## src/rtl/digit_display_ctrl_pkg.sv

```systemverilog
// rtl/digit_display_ctrl_pkg.sv - shared sizing, glyph geometry and FSM state type for the digit display
package digit_display_ctrl_pkg;

  localparam int DIGITS  = 4;
  localparam int VAL_W   = 14;
  localparam int GLYPH_W = 8;
  localparam int GLYPH_H = 16;

  typedef enum logic [1:0] {
    IDLE   = 2'd0,
    SHIFT  = 2'd1,
    COMMIT = 2'd2
  } state_e;

  // Largest value representable in the given number of decimal digits.
  function automatic int max_value(input int digits);
    int r;
    r = 1;
    for (int i = 0; i < digits; i++) begin
      r = r * 10;
    end
    return r - 1;
  endfunction

endpackage

```

## src/rtl/digit_display_ctrl_bin2bcd_seq.sv

```systemverilog
// rtl/digit_display_ctrl_bin2bcd_seq.sv - sequential double-dabble converter, one input bit per cycle
module bin2bcd_seq #(
  parameter int DIGITS = digit_display_ctrl_pkg::DIGITS,
  parameter int VAL_W  = digit_display_ctrl_pkg::VAL_W
) (
  input  logic                  clk,
  input  logic                  rst_n,
  input  logic                  start,
  input  logic [VAL_W-1:0]      bin,
  output logic [4*DIGITS-1:0]   bcd,
  output logic                  done
);

  localparam int CNT_W = $clog2(VAL_W + 1);

  logic [VAL_W-1:0]    bin_q, bin_d;
  logic [4*DIGITS-1:0] bcd_q, bcd_d, adj;
  logic [CNT_W-1:0]    cnt_q, cnt_d;
  logic                active_q, active_d;

  // done marks the cycle in which the final bit is shifted in
  assign done = active_q && (cnt_q == CNT_W'(VAL_W - 1));
  assign bcd  = bcd_q;

  always_comb begin
    adj = bcd_q;
    for (int i = 0; i < DIGITS; i++) begin
      if (bcd_q[4*i +: 4] >= 4'd5) begin
        adj[4*i +: 4] = bcd_q[4*i +: 4] + 4'd3;
      end
    end
  end

  always_comb begin
    bin_d    = bin_q;
    bcd_d    = bcd_q;
    cnt_d    = cnt_q;
    active_d = active_q;
    if (start) begin
      bin_d    = bin;
      bcd_d    = '0;
      cnt_d    = '0;
      active_d = 1'b1;
    end else if (active_q) begin
      bcd_d = {adj[4*DIGITS-2:0], bin_q[VAL_W-1]};
      bin_d = bin_q << 1;
      cnt_d = cnt_q + 1'b1;
      if (done) begin
        active_d = 1'b0;
      end
    end
  end

  always_ff @(posedge clk or negedge rst_n) begin
    if (!rst_n) begin
      bin_q    <= '0;
      bcd_q    <= '0;
      cnt_q    <= '0;
      active_q <= 1'b0;
    end else begin
      bin_q    <= bin_d;
      bcd_q    <= bcd_d;
      cnt_q    <= cnt_d;
      active_q <= active_d;
    end
  end

endmodule

```

## src/rtl/digit_display_ctrl.sv

```systemverilog
// rtl/digit_display_ctrl.sv - converts a binary value to BCD digits and serves them to a VGA glyph renderer
module digit_display_ctrl
  import digit_display_ctrl_pkg::*;
#(
  parameter int DIGITS = digit_display_ctrl_pkg::DIGITS,
  parameter int VAL_W  = digit_display_ctrl_pkg::VAL_W
) (
  input  logic             vga_clk,
  input  logic             reset_n,
  input  logic [VAL_W-1:0] value,
  input  logic             load,
  input  logic [9:0]       DrawX,
  input  logic [9:0]       DrawY,
  input  logic [9:0]       originX,
  input  logic [9:0]       originY,
  output logic [9:0]       relativeXF,
  output logic [9:0]       relativeYF,
  output logic [3:0]       number,
  output logic             in_field,
  output logic             busy,
  output logic             done
);

  localparam int               MAX_VAL = max_value(DIGITS);
  localparam logic [VAL_W-1:0] MAX_V   = VAL_W'(MAX_VAL);

  state_e              state_q, state_d;
  logic                pending_q, pending_d;
  logic [VAL_W-1:0]    val_q, val_d;
  logic [4*DIGITS-1:0] digits_q, digits_d;
  logic                done_q, done_d;
  logic                start, commit;
  logic [VAL_W-1:0]    start_val, sat_val;
  logic [4*DIGITS-1:0] conv_bcd;
  logic                conv_done;

  logic [10:0] x_end, y_end;
  logic [9:0]  rel_x, rel_y, col;
  logic        in_field_d;
  logic [9:0]  rel_x_d, rel_y_d;
  logic [3:0]  number_d;
  logic [9:0]  rel_x_q, rel_y_q;
  logic [3:0]  number_q;
  logic        in_field_q;

  always_ff @(posedge vga_clk or negedge reset_n) begin
    if (!reset_n) begin
      state_q <= IDLE;
    end else begin
      state_q <= state_d;
    end
  end

  always_comb begin
    state_d = state_q;
    case (state_q)
      IDLE:    if (load || pending_q) state_d = SHIFT;
      SHIFT:   if (conv_done) state_d = COMMIT;
      COMMIT:  state_d = IDLE;
      default: state_d = IDLE;
    endcase
  end

  always_comb begin
    start  = (state_q == IDLE) && (load || pending_q);
    commit = (state_q == COMMIT);
    busy   = (state_q != IDLE);
  end

  // A fresh load in IDLE wins over a pending one since it is the latest value.
  always_comb begin
    start_val = load ? value : val_q;
    sat_val   = (start_val > MAX_V) ? MAX_V : start_val;
    val_d     = load ? value : val_q;
    pending_d = pending_q;
    if (start) begin
      pending_d = 1'b0;
    end
    if (load && (state_q != IDLE)) begin
      pending_d = 1'b1;
    end
    digits_d = commit ? conv_bcd : digits_q;
    done_d   = commit;
  end

  bin2bcd_seq #(
    .DIGITS (DIGITS),
    .VAL_W  (VAL_W)
  ) u_bin2bcd (
    .clk   (vga_clk),
    .rst_n (reset_n),
    .start (start),
    .bin   (sat_val),
    .bcd   (conv_bcd),
    .done  (conv_done)
  );

  // Field bounds are widened to 11 bits so a field near the right edge never wraps.
  always_comb begin
    x_end      = {1'b0, originX} + 11'(GLYPH_W * DIGITS);
    y_end      = {1'b0, originY} + 11'(GLYPH_H);
    in_field_d = (DrawX >= originX) && ({1'b0, DrawX} < x_end) &&
                 (DrawY >= originY) && ({1'b0, DrawY} < y_end);
    rel_x      = DrawX - originX;
    rel_y      = DrawY - originY;
    col        = rel_x / 10'(GLYPH_W);
    rel_x_d    = in_field_d ? rel_x : 10'd0;
    rel_y_d    = in_field_d ? rel_y : 10'd0;
    number_d   = 4'd0;
    for (int i = 0; i < DIGITS; i++) begin
      if (in_field_d && (col == 10'(DIGITS - 1 - i))) begin
        number_d = digits_q[4*i +: 4];
      end
    end
  end

  always_ff @(posedge vga_clk or negedge reset_n) begin
    if (!reset_n) begin
      pending_q  <= 1'b0;
      val_q      <= '0;
      digits_q   <= '0;
      done_q     <= 1'b0;
      rel_x_q    <= '0;
      rel_y_q    <= '0;
      number_q   <= '0;
      in_field_q <= 1'b0;
    end else begin
      pending_q  <= pending_d;
      val_q      <= val_d;
      digits_q   <= digits_d;
      done_q     <= done_d;
      rel_x_q    <= rel_x_d;
      rel_y_q    <= rel_y_d;
      number_q   <= number_d;
      in_field_q <= in_field_d;
    end
  end

  assign relativeXF = rel_x_q;
  assign relativeYF = rel_y_q;
  assign number     = number_q;
  assign in_field   = in_field_q;
  assign done       = done_q;

endmodule

```

## config.mk

```make
export PLATFORM = sky130hd
export DESIGN_NAME = digit_display_ctrl
export DESIGN_NICKNAME = d
export VERILOG_FILES = /design/src/rtl/digit_display_ctrl_pkg.sv /design/src/rtl/digit_display_ctrl_bin2bcd_seq.sv /design/src/rtl/digit_display_ctrl.sv
export SDC_FILE = /design/constraint.sdc
export NUM_CORES = 1
export LEC_CHECK = 0
export ABC_CLOCK_PERIOD_IN_PS = 4130
export BUFFER_PORTS_ARGS = -buffer_cell sky130_fd_sc_hd__buf_2
export CORE_UTILIZATION = 62
export DETAILED_ROUTE_END_ITERATION = 10
export PLACE_DENSITY = 0.87
export SYNTH_ARGS = -nofsm -noshare
export SYNTH_HDL_FRONTEND = slang
export SYNTH_SLANG_ARGS = --single-unit
export TNS_END_PERCENT = 50
```

## constraint.sdc

```tcl
create_clock -name vga_clk -period 4.13 [get_ports vga_clk]
set_input_delay 0.6195 -clock vga_clk [delete_from_list [all_inputs] [get_ports vga_clk]]
set_output_delay 0.6195 -clock vga_clk [all_outputs]
set_load 0.05 [all_outputs]
```

Word level (Yosys, flattened, before mapping):

Index checks and enable logic that the tools add are counted.

* bits in registers: 94

* muxes and demuxes: 26
* reduce and logical (&&, ||, !) cells: 17
* eq/ne operators: 8
* order comparisons: 9
* $add $sub $neg: 9

Operators with widths (number)
* $mux W14: 4
* $mux W4: 9
* $mux W16: 2
* $lt A10 B11 Y1: 2
* $ge A10 B10 Y1: 2
* $mux W10: 2
* $sub A10 B10 Y10: 2
* $ge A4 B3 Y1 const B: 4
* $eq A7 B2 Y1 const B: 2
* $gt A14 B14 Y1 const B: 1
* $add A4 B2 Y4 const B: 3
* $add A10 B5 Y11 const B: 1
* $add A10 B6 Y11 const B: 1
* $logic_and A1 B1 Y1: 10
* $logic_not A10 Y1: 1
* $eq A7 B1 Y1 const B: 1
* $reduce_bool A2 Y1: 3
* $mux W1: 5
* $add A4 B1 Y4 const B: 1
* $eq A4 B4 Y1 const B: 1
* $mux W2: 2
* $pmux W2 S2: 1
* $add A3 B2 Y3 const B: 1
* $mux W3: 1
* other kinds (7): 7

Depth between registers and ports, before layout:

Gate-level depths: netlist of run 1.

* depth in word-level cells: 10
* gate-level depth with buffers: 11
* gate-level depth less buffers: 11

Modules after synthesis:

A second synthesis of run 1 with hierarchy kept.

* cells, all modules: 552
* area total of the unflattened synthesis: 5545.3 um2

Modules (own cells, without submodules)
* digit_display_ctrl: cells each 353, area an instance 3652.3 um2, instances 1, sequential area each 1476.4 um2
* bin2bcd_seq: cells each 199, area an instance 1893.1 um2, instances 1, sequential area each 875.8 um2

Least setup slack after synthesis of run 1:

No wires, ideal clock.

* path type: input to register
* start: input originY[4]
* end: register number_q[0], in the netlist number[0]
* data required time: 4064 ps
* cell stages on the path: 11
* buffers on the path: 0
* setup slack: 1253 ps
* library setup time: 66 ps
* data arrival time: 2810 ps
* cell sequence: ha_1 nand3_1 xnor2_1 ha_1 a21o_1 a21o_1 a221o_1 a31oi_1 nand4_2 a2111oi_4 and2_1

* word-level cells in the longest chain between the ends: 8

RTL lines
* from (decl): RTL line digit_display_ctrl.sv:15 `input logic [9:0] originY,`
* $add A10 B5 Y11 or $ge A10 B10 Y1 (tied branches): RTL line digit_display_ctrl.sv:101, digit_display_ctrl.sv:103
* $lt A10 B11 Y1 or $logic_and A1 B1 Y1 (tied branches): RTL line digit_display_ctrl.sv:103, digit_display_ctrl.sv:102
* $logic_and A1 B1 Y1 *: RTL line digit_display_ctrl.sv:103 `(DrawY >= originY) && ({1'b0, DrawY} < y_end);`
* $logic_and A1 B1 Y1: RTL line digit_display_ctrl.sv:111 `if (in_field_d && (col == 10'(DIGITS - 1 - i))) begin`
* $mux W4 (3 in a row): RTL line digit_display_ctrl.sv:111
* $mux W4 *: RTL line digit_display_ctrl.sv:111
* named net number_d[0]: RTL line digit_display_ctrl.sv:41 `logic [3:0] number_d;`
* to (signal assigned): RTL line digit_display_ctrl.sv:134 `number_q <= number_d;`
* to (decl): RTL line digit_display_ctrl.sv:43 `logic [3:0] number_q;`

Mark *: on every way through the listed nets, which the timed path passes. The rest lies on a longest branch.
A chain may end at the register's enable or synchronous reset.

Worst setup path in the final report of run 1:

* start: input originY[4]
* end: register number_q[2], in the netlist number[2]

Same word-level chain as after synthesis.

==> results of run 1 <==
==> cell type report <==
type	instances	share of cell area [%]
Timing Repair Buffer	87	7.306
Clock inverter	7	1.306
Multi-Input combinational cell	380	45.98
Sequential cell	94	38.37
Tap cell	105	2.143
Clock buffer	9	2.020
Inverter	47	2.878
==> how the worst max path moves through the flow <==
stage / start / slack, ns / endpoint
finish: originY[4] / 0.92 / number[2]
global route: originY[4] / 0.74 / number[2]
detailed placement: originY[4] / 0.60 / number[0]
global placement: originY[4] / 0.72 / number[0]
CTS: originY[4] / 0.95 / number[0]
floorplan: originY[4] / 1.25 / number[0]
==> registers in the layout (all words and copies together), names as in the netlist, 2 cells and up <==
register	flops
digits_q	16
number	4
relativeXF	10
relativeYF	10
state_q	2
u_bin2bcd.bcd	16
u_bin2bcd.bin_q	14
u_bin2bcd.cnt_q	4
val_q	14
==> cell families after synthesis <==
| kind of cell | Yosys count |
|---|---|
| AOI/OAI and AO/OA | 118 |
| xor gates and xnor gates | 27 |
| adders and majority gates | 45 |
| buffers and inverters | 64 |
| DFF | 94 |
| muxes | 45 |
| and+or+nand+nor | 145 |
==> power breakdown <==
group	switching, mW	internal, mW	total [mW]
Clock	0.350	0.287	0.637
Combinational	0.658	0.489	1.15
Sequential	0.159	1.14	1.30
==> cell usage in the layout (no fill, tap or decap), types with 10 or more instances in the layout <==
cell     Yosys  layout
a21oi_1     35      35
buf_2        2      82
dfrtp_1     94      94
ha_1        43      43
inv_1       45      45
mux2_2      16      16
mux2i_1     24      24
nand2_1     25      25
nand3_1     17      17
nor2_1      51      51
nor3_1      10      10
o21ai_0     33      33
xnor2_1     18      18
==> layer usage <==
layer	GRT usage, %	up-vias	wire (um)
li1	-	2040	-
met1	33.47	2081	4777
met2	47.98	156	5971
met3	4.306	30	568
met4	11.44	0	291
met5	0	-	0
==> stage by stage <==
| step | cell area, um2 | power [mW] |
|---|---|---|
| 6_report | 6131 | 3.085 |
| 5_1_grt | 6131 | 3.315 |
| 4_1_cts | 6131 | 3.097 |
| 3_5_place_dp | 5927 | 2.459 |
| 3_3_place_gp | 5927 | 2.365 |
| 2_1_floorplan | 5421 | 2.156 |
==> worst max-delay path, cell delays in order <==
cell,delay (ns)
buf_2,0.13
ha_1,0.23
nand3_1,0.11
xnor2_1,0.14
ha_1,0.29
a21o_1,0.16
a21o_1,0.18
a221o_1,0.34
a31oi_1,0.18
nand4_2,0.49
a2111oi_4,0.44
and2_1,0.19
==> tab_implementation.tex, run 1 <==
\begin{tabular}{lr}
\hline
Metric & Value \\
\hline
\multicolumn{2}{l}{\textbf{Run status}} \\
\quad Status & completed \\
\multicolumn{2}{l}{\textbf{Timing}} \\
\quad Clock period minus final worst setup slack & around 3.2 ns \\
\quad Hold Fails Final Rpt & 0 \\
\quad Transition time at the pin with the least slew margin & 0.8496 ns \\
\quad Number of setup violations in the final report & 0 \\
\quad Peak clock frequency supported by timing & 311.3 MHz \\
\quad Hold WS & around 0.32 ns \\
\quad Headroom to the max-slew limit & a little over two fifths \\
\quad Post-route clock period utilization & $\sim$78\% \\
\quad Max-slew violation total from the final report & 0 \\
\quad Largest clock skew in the final design & about 0.010 ns \\
\quad Worst path setup slack after routing & $\sim$0.92 ns \\
\quad Setup total negative slack & 0 ns \\
\quad Setup repair after global routing missed its margin & no \\
\multicolumn{2}{l}{\textbf{Cells and area}} \\
\quad Antenna diodes & 0 \\
\quad Fraction of final layout cells with drive strength greater than 1 & about a fifth \\
\quad Filler cell count & around 600 \\
\quad Number of nets at the end of the flow & between 700 and 800 \\
\quad Post-Layout Cell Count & $\sim$730 \\
\quad Post-Route Utilization & 73.51\% \\
\quad Syn-to-layout area delta & 13.09\% \\
\quad Multi-input gate area & about 0.0028 mm2 \\
\quad Register Area & $\sim$0.0024 mm2 \\
\multicolumn{2}{l}{\textbf{Synth}} \\
\quad Sequential share of the synthesized area & a little over two fifths \\
\quad Number of enable flip-flop cells after synthesis & 0 \\
\quad Biggest area consumer among synthesized cells & dfrtp\_1 \\
\quad Post-synthesis simple-gate area fraction & about an eighth \\
\quad Main combinational cell family by area after synthesis & compound AO/OA/AOI/OAI gates \\
\quad Seq cells post-synth & 94 \\
\quad Area fraction in compound gates after synthesis & between 10\% and 20\% \\
\quad Distinct cells, synth & 58 \\
\quad Post-synth top area share & 43.39\% \\
\quad Synthesized area per cell & 10.08 um2 \\
\quad Synth Net Count & between 600 and 700 \\
\quad Primary FF master, synth & dfrtp\_1 \\
\quad Share of synthesized area spent on multiplexers & approximately a tenth \\
\quad Synthesized netlist cell count & 538 \\
\quad Xor/xnor share of the synthesized area & under 10\% \\
\quad Adder-cell share of the synthesized area & 10.66\% \\
\quad Most frequently used cell type in the post-synthesis netlist & dfrtp\_1 \\
\quad Synth Cell Area & roughly 0.0054 mm2 \\
\quad Ys Warns & 0 \\
\quad Largest cells by area after synthesis & dfrtp\_1 (43\%), ha\_1 (9.9\%), mux2i\_1 (4.4\%) \\
\quad Post-synth top cells & dfrtp\_1 (94), nor2\_1 (51), inv\_1 (45), ha\_1 (43), a21oi\_1 (35) \\
\quad Share of synthesized registers carrying an async set or reset & 100.0\% \\
\multicolumn{2}{l}{\textbf{Place}} \\
\quad Buffers added on ports & slightly above 80 \\
\quad Last weighted congestion value of the routability-driven placer & around 0.89 \\
\quad Number of cells after detailed placement & 713 \\
\quad Post-detail-place hpwl & about 8700 um \\
\quad Worst setup slack after placement & around 0.60 ns \\
\multicolumn{2}{l}{\textbf{Setup path}} \\
\quad Worst Path Arrival & 3.52 ns \\
\quad Worst Setup Start Kind & input pin \\
\quad Critical path capture point type & flip-flop \\
\quad Slack of the worst reg-to-reg path & about 2.4 ns \\
\quad Worst reg2reg path depth & 5 \\
\quad Crit Reg-Reg Endpoint & u\_bin2bcd.bin\_q[3] \\
\quad Data required time at the worst endpoint & 4.44 ns \\
\quad Crit path max fanout & 19 \\
\quad Crit Path Category & in -> reg \\
\quad Origin of the critical flop-to-flop path & val\_q[4] \\
\multicolumn{2}{l}{\textbf{Min path}} \\
\quad Hold Crit Class & in -> async \\
\multicolumn{2}{l}{\textbf{Floorplan}} \\
\quad Top-level I/O count & 84 \\
\quad Die W & 95.51 um \\
\quad Core ar. & approximately 0.0083 mm2 \\
\quad Total number of placement rows & 33 \\
\quad Die Y-Extent & $\sim$96 um \\
\quad Effective utilization at floorplan & about two thirds \\
\quad Die outline area & just over 0.009 mm2 \\
\multicolumn{2}{l}{\textbf{Detailed routing}} \\
\quad Vias after detailed routing & between 4,000 and 5,000 \\
\quad Residual DRC & 0 \\
\quad Routed WL & 11,610 um \\
\quad Initial DRC count & approximately 270 \\
\quad Post-DRT Antenna Nets & 0 \\
\quad Vias per std cell & 5.908 \\
\quad Pre-Repair DR Iteration Count & 7 \\
\quad Routed WL per cell & about 16 um \\
\multicolumn{2}{l}{\textbf{Clocking}} \\
\quad Insertion delay to the later sink of the worst-skew pair & about 0.37 ns \\
\quad Post-CTS resize count & 0 \\
\quad Number of hold buffers added after CTS & 0 \\
\quad Largest buffer count on any clock path & 2 \\
\quad Post-CTS setup-driven buffer insertion count & 0 \\
\quad \# clock sinks & 94 \\
\quad Clk pin slew, worst setup/hold paths & around 0.10 ns \\
\quad Clock buffer count from CTS & 9 \\
\quad Number of levels the H-tree was split into & 3 \\
\quad Clock tree from TritonCTS & yes \\
\quad Root buffer cell & clkbuf\_8 \\
\multicolumn{2}{l}{\textbf{GRT}} \\
\quad Total track usage & a little over a quarter \\
\quad Pin count of the biggest net entering global routing & 66 \\
\quad Number of antenna violations at the first check in global routing & 0 \\
\quad Leftover overflow at the end of global routing & 0 \\
\quad Wire length of the first global-routing pass & approximately 19,000 um \\
\quad Vias in the first global route & 4,266 \\
\multicolumn{2}{l}{\textbf{Pwr}} \\
\quad Largest voltage drop on the vdd net & 0.3318 mV \\
\quad Leak pwr & about 3.2 nW \\
\quad Power per unit of standard cell area & around 500 mW/mm2 \\
\multicolumn{2}{l}{\textbf{Run}} \\
\quad \# Max-Cap Violations & 0 \\
\hline
\end{tabular}
No activity file was read; power rests on OpenSTA's default activity.
==> run 2, diff against run 1 <==
--- a/config.mk
+++ b/config.mk
@@ -5,11 +5,11 @@
 export SDC_FILE = /design/constraint.sdc
 export NUM_CORES = 1
 export LEC_CHECK = 0
-export ABC_CLOCK_PERIOD_IN_PS = 4130
+export ABC_CLOCK_PERIOD_IN_PS = 2700
 export BUFFER_PORTS_ARGS = -buffer_cell sky130_fd_sc_hd__buf_2
-export CORE_UTILIZATION = 62
+export CORE_UTILIZATION = 52
 export DETAILED_ROUTE_END_ITERATION = 10
-export PLACE_DENSITY = 0.87
+export PLACE_DENSITY = 0.78
 export SYNTH_ARGS = -nofsm -noshare
 export SYNTH_HDL_FRONTEND = slang
 export SYNTH_SLANG_ARGS = --single-unit
==> constraint.sdc (replaced) <==
create_clock -name vga_clk -period 2.7 [get_ports vga_clk]
set_input_delay 0.405 -clock vga_clk [delete_from_list [all_inputs] [get_ports vga_clk]]
set_output_delay 0.405 -clock vga_clk [all_outputs]
set_load 0.05 [all_outputs]
==> run 2 against run 1 <==
Critical path depth decreased by 1; clock skew increased by 0.0029 ns; core utilization is 11 points lower; via count fell by 1.3%; largest power group unchanged; clock-buffer cell count did not move; worst setup slack got worse by 0.66 ns; combinational power grew 50%; register-to-register slack got worse by 1.6 ns; die area rose by 19%.
==> tab_implementation.tex, run 2 (synthesis gave the netlist of run 1 again) <==
\begin{tabular}{lr}
\hline
Metric & Value \\
\hline
\multicolumn{2}{l}{\textbf{Run status}} \\
\quad Status & completed \\
\multicolumn{2}{l}{\textbf{Floorplan}} \\
\quad Die Y-Extent & 104.1 um (+9.0\%) \\
\quad Die W & 104.1 um (+9.0\%) \\
\quad Die outline area & 0.01084 mm2 (+19\%) \\
\quad Effective utilization at floorplan & 54.46\% (-11 points) \\
\quad Core ar. & 0.009955 mm2 (+19\%) \\
\quad Top-level I/O count & 84 (unchanged) \\
\quad Total number of placement rows & 36 (+9.1\%) \\
\multicolumn{2}{l}{\textbf{Timing}} \\
\quad Hold WS & 0.03477 ns (-0.2902 ns) \\
\quad Peak clock frequency supported by timing & 408.9 MHz \\
\quad Worst path setup slack after routing & 0.2546 ns (-0.6632 ns) \\
\quad Transition time at the pin with the least slew margin & 0.8958 ns (+0.04625 ns) \\
\quad Number of setup violations in the final report & 0 (unchanged) \\
\quad Setup repair after global routing missed its margin & no \\
\quad Post-route clock period utilization & between 90\% and 100\% \\
\quad Max-slew violation total from the final report & 0 (unchanged) \\
\quad Clock period minus final worst setup slack & between 2 and 2.5 ns \\
\quad Largest clock skew in the final design & 0.01323 ns (+0.002882 ns) \\
\quad Headroom to the max-slew limit & 40.28\% (-3.1 points) \\
\quad Hold Fails Final Rpt & 0 (unchanged) \\
\quad Setup total negative slack & 0 ns (unchanged) \\
\multicolumn{2}{l}{\textbf{GRT}} \\
\quad Pin count of the biggest net entering global routing & 49 (-26\%) \\
\quad Number of antenna violations at the first check in global routing & 0 (unchanged) \\
\quad Total track usage & 21.78\% (-5.6 points) \\
\quad Wire length of the first global-routing pass & 19,120 um (-0.36\%) \\
\quad Vias in the first global route & 4,200 (-1.5\%) \\
\quad Leftover overflow at the end of global routing & 0 (unchanged) \\
\multicolumn{2}{l}{\textbf{Pwr}} \\
\quad Leak pwr & 3.264 nW (+2.1\%) \\
\quad Largest voltage drop on the vdd net & 0.4187 mV (+26\%) \\
\quad Power per unit of standard cell area & 740.1 mW/mm2 (+47\%) \\
\multicolumn{2}{l}{\textbf{Clocking}} \\
\quad Clock tree from TritonCTS & yes \\
\quad Largest buffer count on any clock path & 2 (unchanged) \\
\quad Number of hold buffers added after CTS & 0 (unchanged) \\
\quad Post-CTS resize count & 0 (unchanged) \\
\quad Post-CTS setup-driven buffer insertion count & 0 (unchanged) \\
\quad \# clock sinks & 94 (unchanged) \\
\quad Number of levels the H-tree was split into & 3 (unchanged) \\
\quad Root buffer cell & clkbuf\_8 \\
\quad Clk pin slew, worst setup/hold paths & 0.10 ns (about the same) \\
\quad Clock buffer count from CTS & 9 (unchanged) \\
\quad Insertion delay to the later sink of the worst-skew pair & 0.38 ns (about the same) \\
\multicolumn{2}{l}{\textbf{Place}} \\
\quad Number of cells after detailed placement & 755 (+5.9\%) \\
\quad Post-detail-place hpwl & 8393 um (-3.0\%) \\
\quad Last weighted congestion value of the routability-driven placer & 0.8825 (-0.74\%) \\
\quad Worst setup slack after placement & -0.1148 ns (-0.7177 ns) \\
\quad Buffers added on ports & 83 (unchanged) \\
\quad Placed standard-cell area & 0.006067 mm2 (+2.4\%) \\
\multicolumn{2}{l}{\textbf{Run}} \\
\quad \# Max-Cap Violations & 0 (unchanged) \\
\multicolumn{2}{l}{\textbf{Setup path}} \\
\quad Worst Path Arrival & 2.76 ns (-0.76 ns) \\
\quad Crit Path Category & in -> reg \\
\quad Critical path capture point type & flip-flop \\
\quad Crit path max fanout & 4 (-15) \\
\quad Data required time at the worst endpoint & 3.01 ns (-1.43 ns) \\
\quad Worst Setup Start Kind & input pin \\
\multicolumn{2}{l}{\textbf{Detailed routing}} \\
\quad Post-DRT Antenna Nets & 0 (unchanged) \\
\quad Routed WL & 10,990 um (-5.3\%) \\
\quad Vias after detailed routing & 4,250 (-1.3\%) \\
\quad Pre-Repair DR Iteration Count & 4 (-3) \\
\quad Vias per std cell & 5.512 (-6.7\%) \\
\quad Routed WL per cell & 14.26 um (-10\%) \\
\quad Residual DRC & 0 (unchanged) \\
\quad Initial DRC count & 209 (-22\%) \\
\multicolumn{2}{l}{\textbf{Cells and area}} \\
\quad Fraction of final layout cells with drive strength greater than 1 & 23.04\% (+1.7 points) \\
\quad Syn-to-layout area delta & 15.35\% \\
\quad Number of nets at the end of the flow & 735 (+1.9\%) \\
\quad Antenna diodes & 0 (unchanged) \\
\quad Post-Layout Cell Count & 771 (+5.8\%) \\
\quad Fin area & 0.006254 mm2 (+2.0\%) \\
\quad Most frequent cells in the layout & dfrtp\_1 (94), buf\_2 (82), nor2\_1 (51), inv\_1 (45), ha\_1 (43) \\
\quad Most frequent standard cell in the layout excluding fill and tap cells & dfrtp\_1 \\
\multicolumn{2}{l}{\textbf{Min path}} \\
\quad Hold Crit Class & in -> async \\
\hline
\end{tabular}
==> run 2: cell types whose count changed in the layout (fill, tap and decap cells not counted) <==
cell,before,now
clkinv_4,1,2
clkinv_2,0,1
buf_4,5,19
inv_8,0,2
bufinv_16,1,0
clkinvlp_4,2,0
inv_6,3,2
==> run 2: through the flow <==
| stage | power, mW | utilization, % |
|---|---|---|
| floorplan | 3.297 | - |
| global placement | 3.654 | 60.95 |
| detailed placement | 3.762 | 60.95 |
| CTS | 4.666 | 62.82 |
| global route | 4.986 | 62.82 |
| finish | 4.628 | 62.82 |
==> run 2: cell type report <==
type	count	area [um2]
clock inverters	7	62.56
well taps	133	166.4
inverters	47	176.4
flip-flops and latches	94	2352
repair buffers	101	553.0
clock buffers	9	123.9
fillers	823	3701
multi-input cells	380	2819
==> run 2: final timing paths <==
check                                        start           endpoint  slack (ns)  depth (start not counted)
worst min-delay path                       reset_n       digits_q[14]        0.03                          1
min in group vga_clk                      value[3]           val_q[3]        0.28                          2
max in group asynchronous                  reset_n      relativeXF[5]        1.88                          2
worst max register to register  u_bin2bcd.active_q  u_bin2bcd.bcd[12]        0.88                          4
worst min register to register         digits_q[0]        digits_q[0]        0.49                          2
worst max-delay path                      DrawX[0]          number[2]        0.25                         11
==> run 2: power breakdown <==
part	leakage (nW)	total (mW)	switching, mW	internal (mW)
registers	1.22	2.00	0.257	1.75
logic	1.95	1.73	0.961	0.769
clock network	0.0980	0.894	0.538	0.356
==> run 2: critical path: stages <==
cell and delay, ns:
buf_2 0.09, inv_1 0.04, ha_1 0.16, inv_1 0.05, fa_1 0.40, a211oi_2 0.23, o21ai_0 0.13, mux2_4 0.27
or4_4 0.43, a2111oi_4 0.36, and2_1 0.18
==> run 2: routing by layer <==
metal,up-vias,routed length (um),global-route usage [%]
met1,2028,4941,28.35
met3,18,557,3.258
met4,0,230,9.898
met5,-,0,0
met2,132,5263,36.00
li1,2072,-,-
==> run 3, diff against run 2 <==
--- a/config.mk
+++ b/config.mk
@@ -7,9 +7,11 @@
 export LEC_CHECK = 0
 export ABC_CLOCK_PERIOD_IN_PS = 2700
 export BUFFER_PORTS_ARGS = -buffer_cell sky130_fd_sc_hd__buf_2
-export CORE_UTILIZATION = 52
+export CELL_PAD_IN_SITES_DETAIL_PLACEMENT = 1
+export CELL_PAD_IN_SITES_GLOBAL_PLACEMENT = 1
+export CORE_UTILIZATION = 40
 export DETAILED_ROUTE_END_ITERATION = 10
-export PLACE_DENSITY = 0.78
+export PLACE_DENSITY = 0.77
 export SYNTH_ARGS = -nofsm -noshare
 export SYNTH_HDL_FRONTEND = slang
 export SYNTH_SLANG_ARGS = --single-unit
==> run 3 against run 2 <==
First-iteration DRC count fell by 53%; final area rose by 3.4%; register-to-register slack improved by 0.10 ns; sequential share of layout area fell by 1.2 points; via count rose by 1.2%; combinational power rose by 5%; wire length rose by 20%; critical path depth rose by 2; maximum frequency fell by 2.9%; die area rose by 29%; power rose by 10%; largest cell class unchanged; largest power group unchanged; highest routed layer unchanged.
==> tab_implementation.tex, run 3 (synthesis gave the netlist of run 1 again) <==
\begin{tabular}{lr}
\hline
Metric & Value \\
\hline
\multicolumn{2}{l}{\textbf{Place}} \\
\quad Number of cells after detailed placement & 801 (+6.1\%) \\
\quad Last weighted congestion value of the routability-driven placer & 0.8522 (-3.4\%) \\
\quad Placed standard-cell area & 0.006156 mm2 (+1.5\%) \\
\quad Post-detail-place hpwl & 10,050 um (+20\%) \\
\quad Buffers added on ports & 83 (unchanged) \\
\multicolumn{2}{l}{\textbf{Setup path}} \\
\quad Critical path capture point type & flip-flop \\
\quad Crit Path Category & in -> reg \\
\quad Data required time at the worst endpoint & 2.98 ns (-0.03 ns) \\
\quad Slack of the worst reg-to-reg path & 0.98 ns (+0.10 ns) \\
\quad Top Family by Delay on Critical Path & compound AO/OA/AOI/OAI gates \\
\quad Worst Path Arrival & 2.79 ns (+0.03 ns) \\
\quad Worst Setup Start Kind & input pin \\
\quad Buf+Inv Stages, Crit Path & 3 (unchanged) \\
\quad Crit path max fanout & 18 (+14) \\
\quad Cell with the largest stage delay on the worst path & a221o\_1 \\
\quad Cell breakdown of the critical path & buf\_2, ha\_1, nand3\_1, xnor2\_1, ha\_1, a21o\_1, a21o\_1, a221o\_1, a31oi\_1, nand4\_2, buf\_4, inv\_2, o211a\_1 \\
\quad Worst path max stage delay & 0.34 ns (-0.09 ns) \\
\multicolumn{2}{l}{\textbf{Timing}} \\
\quad Hold Fails Final Rpt & 0 (unchanged) \\
\quad Peak clock frequency supported by timing & 397.0 MHz (-2.9\%) \\
\quad Max-slew violation total from the final report & 0 (unchanged) \\
\quad Setup repair after global routing missed its margin & no \\
\quad Setup total negative slack & 0 ns (unchanged) \\
\quad Number of setup violations in the final report & 0 (unchanged) \\
\quad Clock period minus final worst setup slack & 2.519 ns (+0.07359 ns) \\
\quad Hold WS & 0.3041 ns (+0.2693 ns) \\
\quad Post-route clock period utilization & 93.30\% (+2.7 points) \\
\quad Headroom to the max-slew limit & 39.48\% (-0.79 points) \\
\quad Largest clock skew in the final design & 0.006681 ns (-0.006551 ns) \\
\quad Transition time at the pin with the least slew margin & 0.9078 ns (+0.01192 ns) \\
\multicolumn{2}{l}{\textbf{Cells and area}} \\
\quad Syn-to-layout area delta & 19.27\% \\
\quad Post-Layout Cell Count & 818 (+6.1\%) \\
\quad Fraction of final layout cells with drive strength greater than 1 & 23.36\% (+0.32 points) \\
\quad Most frequent standard cell in the layout excluding fill and tap cells & dfrtp\_1 \\
\quad Most frequent cells in the layout & dfrtp\_1 (94), buf\_2 (82), nor2\_1 (51), inv\_1 (45), ha\_1 (43) \\
\quad Fin area & 0.006466 mm2 (+3.4\%) \\
\quad Antenna diodes & 0 (unchanged) \\
\quad Post-Route Utilization & 48.83\% (-14 points) \\
\quad Number of nets at the end of the flow & 739 (+0.54\%) \\
\multicolumn{2}{l}{\textbf{Floorplan}} \\
\quad Die W & 118.4 um (+14\%) \\
\quad Total number of placement rows & 42 (+17\%) \\
\quad Top-level I/O count & 84 (unchanged) \\
\quad Effective utilization at floorplan & 40.94\% (-14 points) \\
\quad Die outline area & 0.01402 mm2 (+29\%) \\
\quad Core ar. & 0.01324 mm2 (+33\%) \\
\quad Die Y-Extent & 118.4 um (+14\%) \\
\multicolumn{2}{l}{\textbf{Detailed routing}} \\
\quad Routed WL per cell & 16.09 um (+13\%) \\
\quad Length of routed met3 wiring & 460 um (-17\%) \\
\quad Routed length on met2 & 6562 um (+25\%) \\
\quad Pre-Repair DR Iteration Count & 4 (unchanged) \\
\quad Met1 routed wirelength after detailed routing & 5906 um (+20\%) \\
\quad Vias per std cell & 5.259 (-4.6\%) \\
\quad Vias after detailed routing & 4,302 (+1.2\%) \\
\quad Routed WL & 13,160 um (+20\%) \\
\quad Residual DRC & 0 (unchanged) \\
\quad Initial DRC count & 98 (-53\%) \\
\quad Highest metal layer with signal wires & met4 \\
\quad Post-DRT Antenna Nets & 0 (unchanged) \\
\multicolumn{2}{l}{\textbf{Pwr}} \\
\quad Reg power frac & 39.2\% (-4.1 points) \\
\quad Fraction of power spent switching nets & 35.83\% (-2.1 points) \\
\quad Net Switching & 1.828 mW (+4.1\%) \\
\quad Power per unit of standard cell area & 789.2 mW/mm2 (+6.6\%) \\
\quad Total internal power & 3.275 mW (+14\%) \\
\quad Clk pwr share & 25.2\% (+5.9 points) \\
\quad Fraction of power consumed by combinational cells & 35.5\% (-1.9 points) \\
\quad Leak pwr & 3.338 nW (+2.3\%) \\
\quad Largest voltage drop on the vdd net & 0.5042 mV (+20\%) \\
\multicolumn{2}{l}{\textbf{Clocking}} \\
\quad \# clock sinks & 94 (unchanged) \\
\quad Insertion delay to the later sink of the worst-skew pair & 0.35 ns (-0.03 ns) \\
\quad Clk pin slew, worst setup/hold paths & 0.07 ns (-0.03 ns) \\
\quad Clock buffer count from CTS & 9 (unchanged) \\
\quad Number of levels the H-tree was split into & 3 (unchanged) \\
\quad Root buffer cell & clkbuf\_16 \\
\quad Largest buffer count on any clock path & 2 (unchanged) \\
\quad Clock tree from TritonCTS & yes \\
\quad Post-CTS setup-driven buffer insertion count & 0 (unchanged) \\
\multicolumn{2}{l}{\textbf{Run}} \\
\quad \# Max-Cap Violations & 0 (unchanged) \\
\multicolumn{2}{l}{\textbf{GRT}} \\
\quad Wire length of the first global-routing pass & 22,420 um (+17\%) \\
\quad Pin count of the biggest net entering global routing & 64 (+31\%) \\
\quad Leftover overflow at the end of global routing & 0 (unchanged) \\
\quad Total track usage & 19.89\% (-1.9 points) \\
\quad Number of antenna violations at the first check in global routing & 0 (unchanged) \\
\quad Vias in the first global route & 4,629 (+10\%) \\
\multicolumn{2}{l}{\textbf{Min path}} \\
\quad Hold Crit Class & in -> reg \\
\multicolumn{2}{l}{\textbf{Run status}} \\
\quad Status & completed \\
\hline
\end{tabular}
run 3: cell types whose count changed in the layout (fill, tap and decap cells not counted):
cell           before  now
clkbuf_16           0    9
clkbuf_8            9    1
buf_4              19   21
clkinv_2            1    3
inv_6               2    0
inv_8               2    0
buf_12              0    1
bufinv_16           0    1
clkinv_4            2    1
clkinvlp_4          0    1
dlygate4sd3_1       0    1
run 3: worst paths after layout:
kind                                   from                  to  depth (start not counted)
worst max-delay path             originY[4]       relativeYF[3]                         13
worst min-delay path               value[3]            val_q[3]                          2
worst max register to register     val_q[5]  u_bin2bcd.bin_q[6]                          5
worst min register to register  digits_q[0]         digits_q[0]                          2
max in group asynchronous           reset_n  u_bin2bcd.bin_q[1]                          3
min in group asynchronous           reset_n                done                          2
run 3: worst register-to-register path: cells and delay by family (launching register included):
kind,cells,cell delay (ns)
AO/OA/AOI/OAI,3,0.86
flip-flops,1,0.36
multiplexers,1,0.27
AND/OR/NAND/NOR,1,0.15
run 3: area by class of cell:
type | instances | area [um2]
clock buffers | 10 | 239.0
clock inverters | 6 | 61.31
fillers | 1532 | 6777
inverters | 47 | 176.4
multi-input cells | 380 | 2819
flip-flops and latches | 94 | 2352
well taps | 176 | 220.2
repair buffers | 105 | 598.1
run 3: power by group through the flow:
stage	clock network, mW	logic [mW]	registers (mW)
finish	1.29	1.81	2.00
global route	1.36	2.07	2.04
CTS	1.32	1.84	2.00
detailed placement	0	1.82	2.03
global placement	0	1.70	2.00
floorplan	0	1.32	1.97
run 3: routing by layer:
layer	up-vias	global-route usage (%)
met5	-	0
met4	0	6.013
met3	23	4.537
met2	80	34.45
met1	2132	24.62
li1	2067	-
run 3: per-stage QoR:
stage                     total power [mW]  setup WS, ns
after floorplan                      3.297       0.03774
after global placement               3.705      -0.09845
after detailed placement             3.847       -0.2117
after CTS                            5.165        0.1576
after global routing                 5.473       0.02650
final                                5.103        0.1810
run 3: what timing repair did:
item                                   CTS  global route
setup endpoints to repair                0             0
endpoints found under the hold margin    1             0
hold buffers                             1             0
resized for setup                        0             0
